<file path="config.mk">
export PLATFORM = sky130hd
export DESIGN_NAME = demux_frame_sequencer
export DESIGN_NICKNAME = d
export VERILOG_FILES = /design/src/rtl/demux_frame_sequencer.sv
export SDC_FILE = /design/constraint.sdc
export NUM_CORES = 1
export LEC_CHECK = 0
export ABC_AREA = 0
export CAP_MARGIN = 5
export CELL_PAD_IN_SITES_DETAIL_PLACEMENT = 1
export CELL_PAD_IN_SITES_GLOBAL_PLACEMENT = 2
export CORE_MARGIN = 1
export CORE_UTILIZATION = 25
export CTS_CLUSTER_DIAMETER = 50
export DETAILED_ROUTE_END_ITERATION = 10
export GPL_TIMING_DRIVEN = 0
export PLACE_DENSITY_LB_ADDON = 0.1
export SLEW_MARGIN = 20
export SYNTH_ARGS = -nofsm -noshare
export SYNTH_HDL_FRONTEND = slang
export SYNTH_SLANG_ARGS = --single-unit
</file>
<file path="constraint.sdc">
create_clock -name clk -period 1.9 [get_ports clk]
set_input_delay 0.475 -clock clk [delete_from_list [all_inputs] [get_ports clk]]
set_output_delay 0.475 -clock clk [all_outputs]
set_load 0.02 [all_outputs]
</file>
<file path="src/rtl/demux_frame_sequencer.sv">
// Serializes a parallel word MSB-first toward a 1-to-4 demux, holding the select pair for the frame.
// Optional: define DEMUX_SEQ_PARITY_EN to append an even-parity bit after the LSB of every frame.
module demux_frame_sequencer #(
   parameter int unsigned WIDTH      = 8,
   parameter int unsigned GAP_CYCLES = 1
) (
   input  logic             clk,
   input  logic             rst,
   input  logic             in_valid,
   output logic             in_ready,
   input  logic [1:0]       in_ch,
   input  logic [WIDTH-1:0] in_data,
   output logic             s1,
   output logic             s2,
   output logic             d,
   output logic             strobe,
   output logic             busy,
   output logic             frame_done
);

   localparam int unsigned CW = $clog2(WIDTH + 2);
`ifdef DEMUX_SEQ_PARITY_EN
   localparam int unsigned FLEN = WIDTH + 1;
`else
   localparam int unsigned FLEN = WIDTH;
`endif
   localparam int unsigned LAST     = FLEN - 1;
   localparam int unsigned GAP_LAST = (GAP_CYCLES > 0) ? GAP_CYCLES - 1 : 0;

   typedef enum logic [1:0] {IDLE, SHIFT, GAP} state_e;

   state_e           state_q, state_d;
   // Holds the bits still to be sent; the bit currently on d has already left it.
   logic [WIDTH-2:0] shreg_q, shreg_d;
   logic [CW-1:0]    bit_cnt_q, bit_cnt_d;
   logic [3:0]       gap_cnt_q, gap_cnt_d;
   logic             s1_q, s1_d, s2_q, s2_d, d_q, d_d;
   logic             strobe_q, strobe_d, busy_q, busy_d, fd_q, fd_d;
`ifdef DEMUX_SEQ_PARITY_EN
   logic             par_q, par_d;
`endif

   assign in_ready   = (state_q == IDLE) && !rst;
   assign s1         = s1_q;
   assign s2         = s2_q;
   assign d          = d_q;
   assign strobe     = strobe_q;
   assign busy       = busy_q;
   assign frame_done = fd_q;

   always_ff @(posedge clk) begin
      if (rst) begin
         state_q   <= IDLE;
         shreg_q   <= '0;
         bit_cnt_q <= '0;
         gap_cnt_q <= '0;
         s1_q      <= 1'b0;
         s2_q      <= 1'b0;
         d_q       <= 1'b0;
         strobe_q  <= 1'b0;
         busy_q    <= 1'b0;
         fd_q      <= 1'b0;
`ifdef DEMUX_SEQ_PARITY_EN
         par_q     <= 1'b0;
`endif
      end else begin
         state_q   <= state_d;
         shreg_q   <= shreg_d;
         bit_cnt_q <= bit_cnt_d;
         gap_cnt_q <= gap_cnt_d;
         s1_q      <= s1_d;
         s2_q      <= s2_d;
         d_q       <= d_d;
         strobe_q  <= strobe_d;
         busy_q    <= busy_d;
         fd_q      <= fd_d;
`ifdef DEMUX_SEQ_PARITY_EN
         par_q     <= par_d;
`endif
      end
   end

   // Next state plus next registered outputs; outputs default to their idle values.
   always_comb begin
      state_d   = state_q;
      shreg_d   = shreg_q;
      bit_cnt_d = bit_cnt_q;
      gap_cnt_d = gap_cnt_q;
      s1_d      = 1'b0;
      s2_d      = 1'b0;
      d_d       = 1'b0;
      strobe_d  = 1'b0;
      busy_d    = 1'b0;
      fd_d      = 1'b0;
`ifdef DEMUX_SEQ_PARITY_EN
      par_d     = par_q;
`endif
      case (state_q)
         IDLE: begin
            if (in_valid && in_ready) begin
               state_d   = SHIFT;
               shreg_d   = in_data[WIDTH-2:0];
               bit_cnt_d = '0;
               gap_cnt_d = '0;
               s1_d      = in_ch[1];
               s2_d      = in_ch[0];
               d_d       = in_data[WIDTH-1];
               strobe_d  = 1'b1;
               busy_d    = 1'b1;
`ifdef DEMUX_SEQ_PARITY_EN
               par_d     = ^in_data;
`endif
            end
         end
         SHIFT: begin
            if (bit_cnt_q == CW'(LAST)) begin
               if (GAP_CYCLES > 0) begin
                  state_d   = GAP;
                  gap_cnt_d = '0;
                  s1_d      = s1_q;
                  s2_d      = s2_q;
                  busy_d    = 1'b1;
               end else begin
                  state_d = IDLE;
               end
            end else begin
               bit_cnt_d = bit_cnt_q + CW'(1);
               shreg_d   = shreg_q << 1;
               s1_d      = s1_q;
               s2_d      = s2_q;
               d_d       = shreg_q[WIDTH-2];
               strobe_d  = 1'b1;
               busy_d    = 1'b1;
               fd_d      = (bit_cnt_q == CW'(LAST - 1));
`ifdef DEMUX_SEQ_PARITY_EN
               if (bit_cnt_q == CW'(WIDTH - 1)) d_d = par_q;
`endif
            end
         end
         GAP: begin
            if (gap_cnt_q == 4'(GAP_LAST)) begin
               state_d = IDLE;
            end else begin
               gap_cnt_d = gap_cnt_q + 4'd1;
               s1_d      = s1_q;
               s2_d      = s2_q;
               busy_d    = 1'b1;
            end
         end
         default: state_d = IDLE;
      endcase
   end

endmodule
</file>
==> summary.txt <==
Outcome
  • Status: finished clean

Yosys
  • Cell variety after synth: 39
  • Synth Area per Inst: 8.703 µm²
  • Ys async rst share: 0%
  • Yosys top cell area share: 38.90%
  • Number of synthesized flops with an enable pin: 0
  • Ys Warns: 0
  • Top_reg_cell synth: dfxtp_1
  • Largest cells by area after synthesis: dfxtp_1 39%, nand2_1 6.7%, a311oi_1 5.2%
  • Sequential share of the synthesized area: 38.90%
  • Post-Synthesis Cells: 136
  • Flops & latches, synth: 23
  • Area leader, netlist: dfxtp_1
  • Synthesized area: ~1200 µm²
  • Syn_nets: 153

Routing
  • DR vias: around 1,100
  • Post-route DRC: 0
  • DR WL/cell: 16.23 µm
  • Pre-antenna DRT Iters: 6
  • Vias per cell: 5.269
  • ANT nets after route: 0
  • Drt first-iter violations: 61
  • Total wire length: 3440 µm

Final layout
  • Fraction of layout cells with a size suffix above 1: 12.50%
  • Non-filler cells, final: 212
  • Nets@finish: 178
  • Layout area overhead: 27.59%
  • ANT cells: 0

Global routing
  • Total global routing overflow: 0
  • Vias in the first global route: 1,193
  • First-pass GRT wire length: 5789 µm
  • Initial antenna violation count: 0
  • Largest net degree at the start of global routing: 13
  • Total global-route track usage: 15.02%

Placed design
  • Pre-CTS setup slack: -1196 ps
  • Cells after DPL: approximately 210
  • Port Buf Inserts: 19
  • GPL Wtd Cong: around 0.77
  • Hpwl dp: 2542 µm

Worst setup path
  • Flop2flop setup slack: 200 ps
  • CP peak stage delay: roughly 270 ps
  • Worst path bufs/invs: 4
  • CP required: 1420 ps
  • FF-to-FF Start: bit_cnt_q[0]$_SDFFE_PP0P_
  • Worst r2r path cells: 5
  • Crit path kind: input pin to output pin
  • Setup crit end kind: output pin
  • Critical-path top delay cell: dlygate4sd2_1
  • Critical Path AT: approximately 1300 ps
  • Startpoint Class: input pin
  • Most frequent CP cell: clkbuf_8
  • Critical Path, Cell by Cell: dlygate4sd2_1 -> clkbuf_8 -> clkbuf_8 -> nor3_2 -> buf_2
  • CP delay by family, top: buffers and inverters
  • R2r endpoint: gap_cnt_q[0]$_SDFFE_PP0P_
  • CP Max Fanout: 10

Min path
  • Hold_sp: s1$_SDFFE_PP0P_
  • Min-delay worst type: register to register
  • Hold EP: s1$_SDFFE_PP0P_
  • Hold depth: 2

Floorplanning
  • Die width: 70.81 µm
  • Initial Utilization: 26.63%
  • Core Area: 4444 µm²
  • Rows: 24
  • Die height: 70.81 µm
  • Boundary Pins: 20
  • Die area: 5013 µm²

Timing
  • Endpoints failing hold: 0
  • Min Tclk post-route: 1812 ps
  • TNS Setup: 0 ps
  • Final Skew: 1.968 ps
  • FMAX: between 500 and 600 MHz
  • Final slew viol count: 0
  • Slew margin rel.: 64.58%
  • Final WS setup: just under 90 ps
  • RSZ-0062 raised after global routing: no
  • Worst Tran Pin Value: 531.4 ps
  • Final setup viols: 0
  • Final worst path period share: a little over nine tenths

Clocking
  • CTS buffer count: 3
  • Clock Tree Root: clkbuf_8
  • Clk sinks: 23
  • Clock buffer depth: 2
  • H-Tree Depth: 1
  • CTS tree: built
  • Clk_lat worst skew: 270 ps
  • Clock Pin Slew Worst Setup and Hold Paths: 80 ps

Run
  • Total of max-cap violations: 0

Pwr
  • VDD IR-drop max: 0.3276 mV
  • Static leakage: between 0.5 and 0.6 nW
  • Pwr/cell area: 663.0 nW/µm²
## final cells by class
| class | instances | area [µm²] |
|---|---|---|
| tap | 52 | 65.06 |
| sequential | 23 | 460.4 |
| timing repair buffer | 20 | 191.4 |
| multi-input combinational | 95 | 630.6 |
| buffer | 12 | 95.09 |
| clock buffer | 4 | 45.04 |
| fill | 536 | 2934 |
| inverter | 6 | 22.52 |
## metal layers
metal	part of all wire, %	track usage, %	wire, µm	vias up
met1	46	19.26	1589	538
met5	0	0	0	-
li1	-	-	-	551
met2	49	26.07	1683	23
met3	4.3	3.561	147	5
met4	0.55	2.444	19	0
## worst min-delay path: stages, from the launching register on
cell and delay (ps):
dfxtp_1 320, nand2_1 50, o21ai_0 60
## power by group
group | internal (W) | switching, W
combinational | 0.0000808 | 0.0000915
sequential | 0.000505 | 0.0000114
clock | 0.000150 | 0.000162
total | 0.000736 | 0.000265
## sequential cells by signal (all words and copies together) (netlist names)
register	cells
bit_cnt_q	4
busy	1
d	1
frame_done	1
gap_cnt_q	4
s1	1
s2	1
shreg_q	7
state_q	2
strobe	1
## synth_stat cells (2+ instances only)
| master | number |
|---|---|
| nand2_1 | 21 |
| o2111ai_1 | 2 |
| clkbuf_1 | 4 |
| buf_2 | 4 |
| ha_1 | 4 |
| o211ai_1 | 4 |
| nand3_1 | 4 |
| a311oi_1 | 7 |
| dfxtp_1 | 23 |
| a211oi_1 | 6 |
| o31ai_1 | 2 |
| buf_4 | 2 |
| nor3_1 | 2 |
| o21ai_0 | 4 |
| nor2_1 | 2 |
| nand3b_1 | 2 |
| nor3b_1 | 2 |
| nand2b_1 | 2 |
| a21oi_1 | 11 |
| or3b_2 | 2 |
| inv_1 | 6 |
| nor2b_1 | 3 |
## logic make-up (layout without fill, tap and decap cells)
logic type	Yosys count	count (layout)	synth area share, %
fa+ha+maj	4	4	4.228
simple gates	47	47	21.78
flops	23	23	38.90
compound gates	44	44	26.85
buf+inv	18	42	8.244
## worst max path at each step
stage	startpoint	to	slack [ps]	depth (start not counted)
4_1_cts	rst	in_ready	30	5
2_1_floorplan	rst	in_ready	100	3
5_1_grt	rst	in_ready	40	5
3_3_place_gp	rst	in_ready	-1170	5
6_report	rst	in_ready	90	5
3_5_place_dp	rst	in_ready	-1200	5
## timing repair
item	4_1_cts	5_1_grt
hold endpoints to repair	0	0
pin swaps	0	0
setup buffers	1	0
endpoints found under the setup margin	3	1
gates resized for setup	12	1
hold buffers	0	0
## through the flow
stage	total power, W	cell area (µm²)	util [%]	hold WS [ps]
floorplan	0.0006239	1184	-	459.4
global placement	0.0006934	1439	32.38	446.2
detailed placement	0.0006989	1439	32.38	458.5
CTS	0.001021	1505	33.87	470.8
global route	0.001056	1510	33.98	492.7
finish	0.001001	1510	33.98	461.7
## cell usage in the layout (no fill, tap or decap), types with 2 or more instances in the layout
| cell type | Yosys | final |
|---|---|---|
| a311oi_1 | 7 | 7 |
| a21oi_1 | 11 | 11 |
| buf_2 | 4 | 5 |
| nand3b_1 | 2 | 2 |
| ha_1 | 4 | 4 |
| nor3b_1 | 2 | 2 |
| clkdlybuf4s50_1 | 0 | 17 |
| o31ai_1 | 2 | 2 |
| a211oi_1 | 6 | 6 |
| nand2_1 | 21 | 21 |
| o211ai_1 | 4 | 4 |
| or3b_2 | 2 | 2 |
| inv_1 | 6 | 6 |
| dfxtp_1 | 23 | 23 |
| buf_4 | 2 | 3 |
| o2111ai_1 | 2 | 2 |
| clkbuf_1 | 4 | 3 |
| nand2b_1 | 2 | 2 |
| nor2_1 | 2 | 2 |
| o21ai_0 | 4 | 4 |
| nor2b_1 | 3 | 3 |
| clkbuf_8 | 1 | 6 |
| nand3_1 | 4 | 4 |
Note: power is estimated with default switching activity, not from simulation.
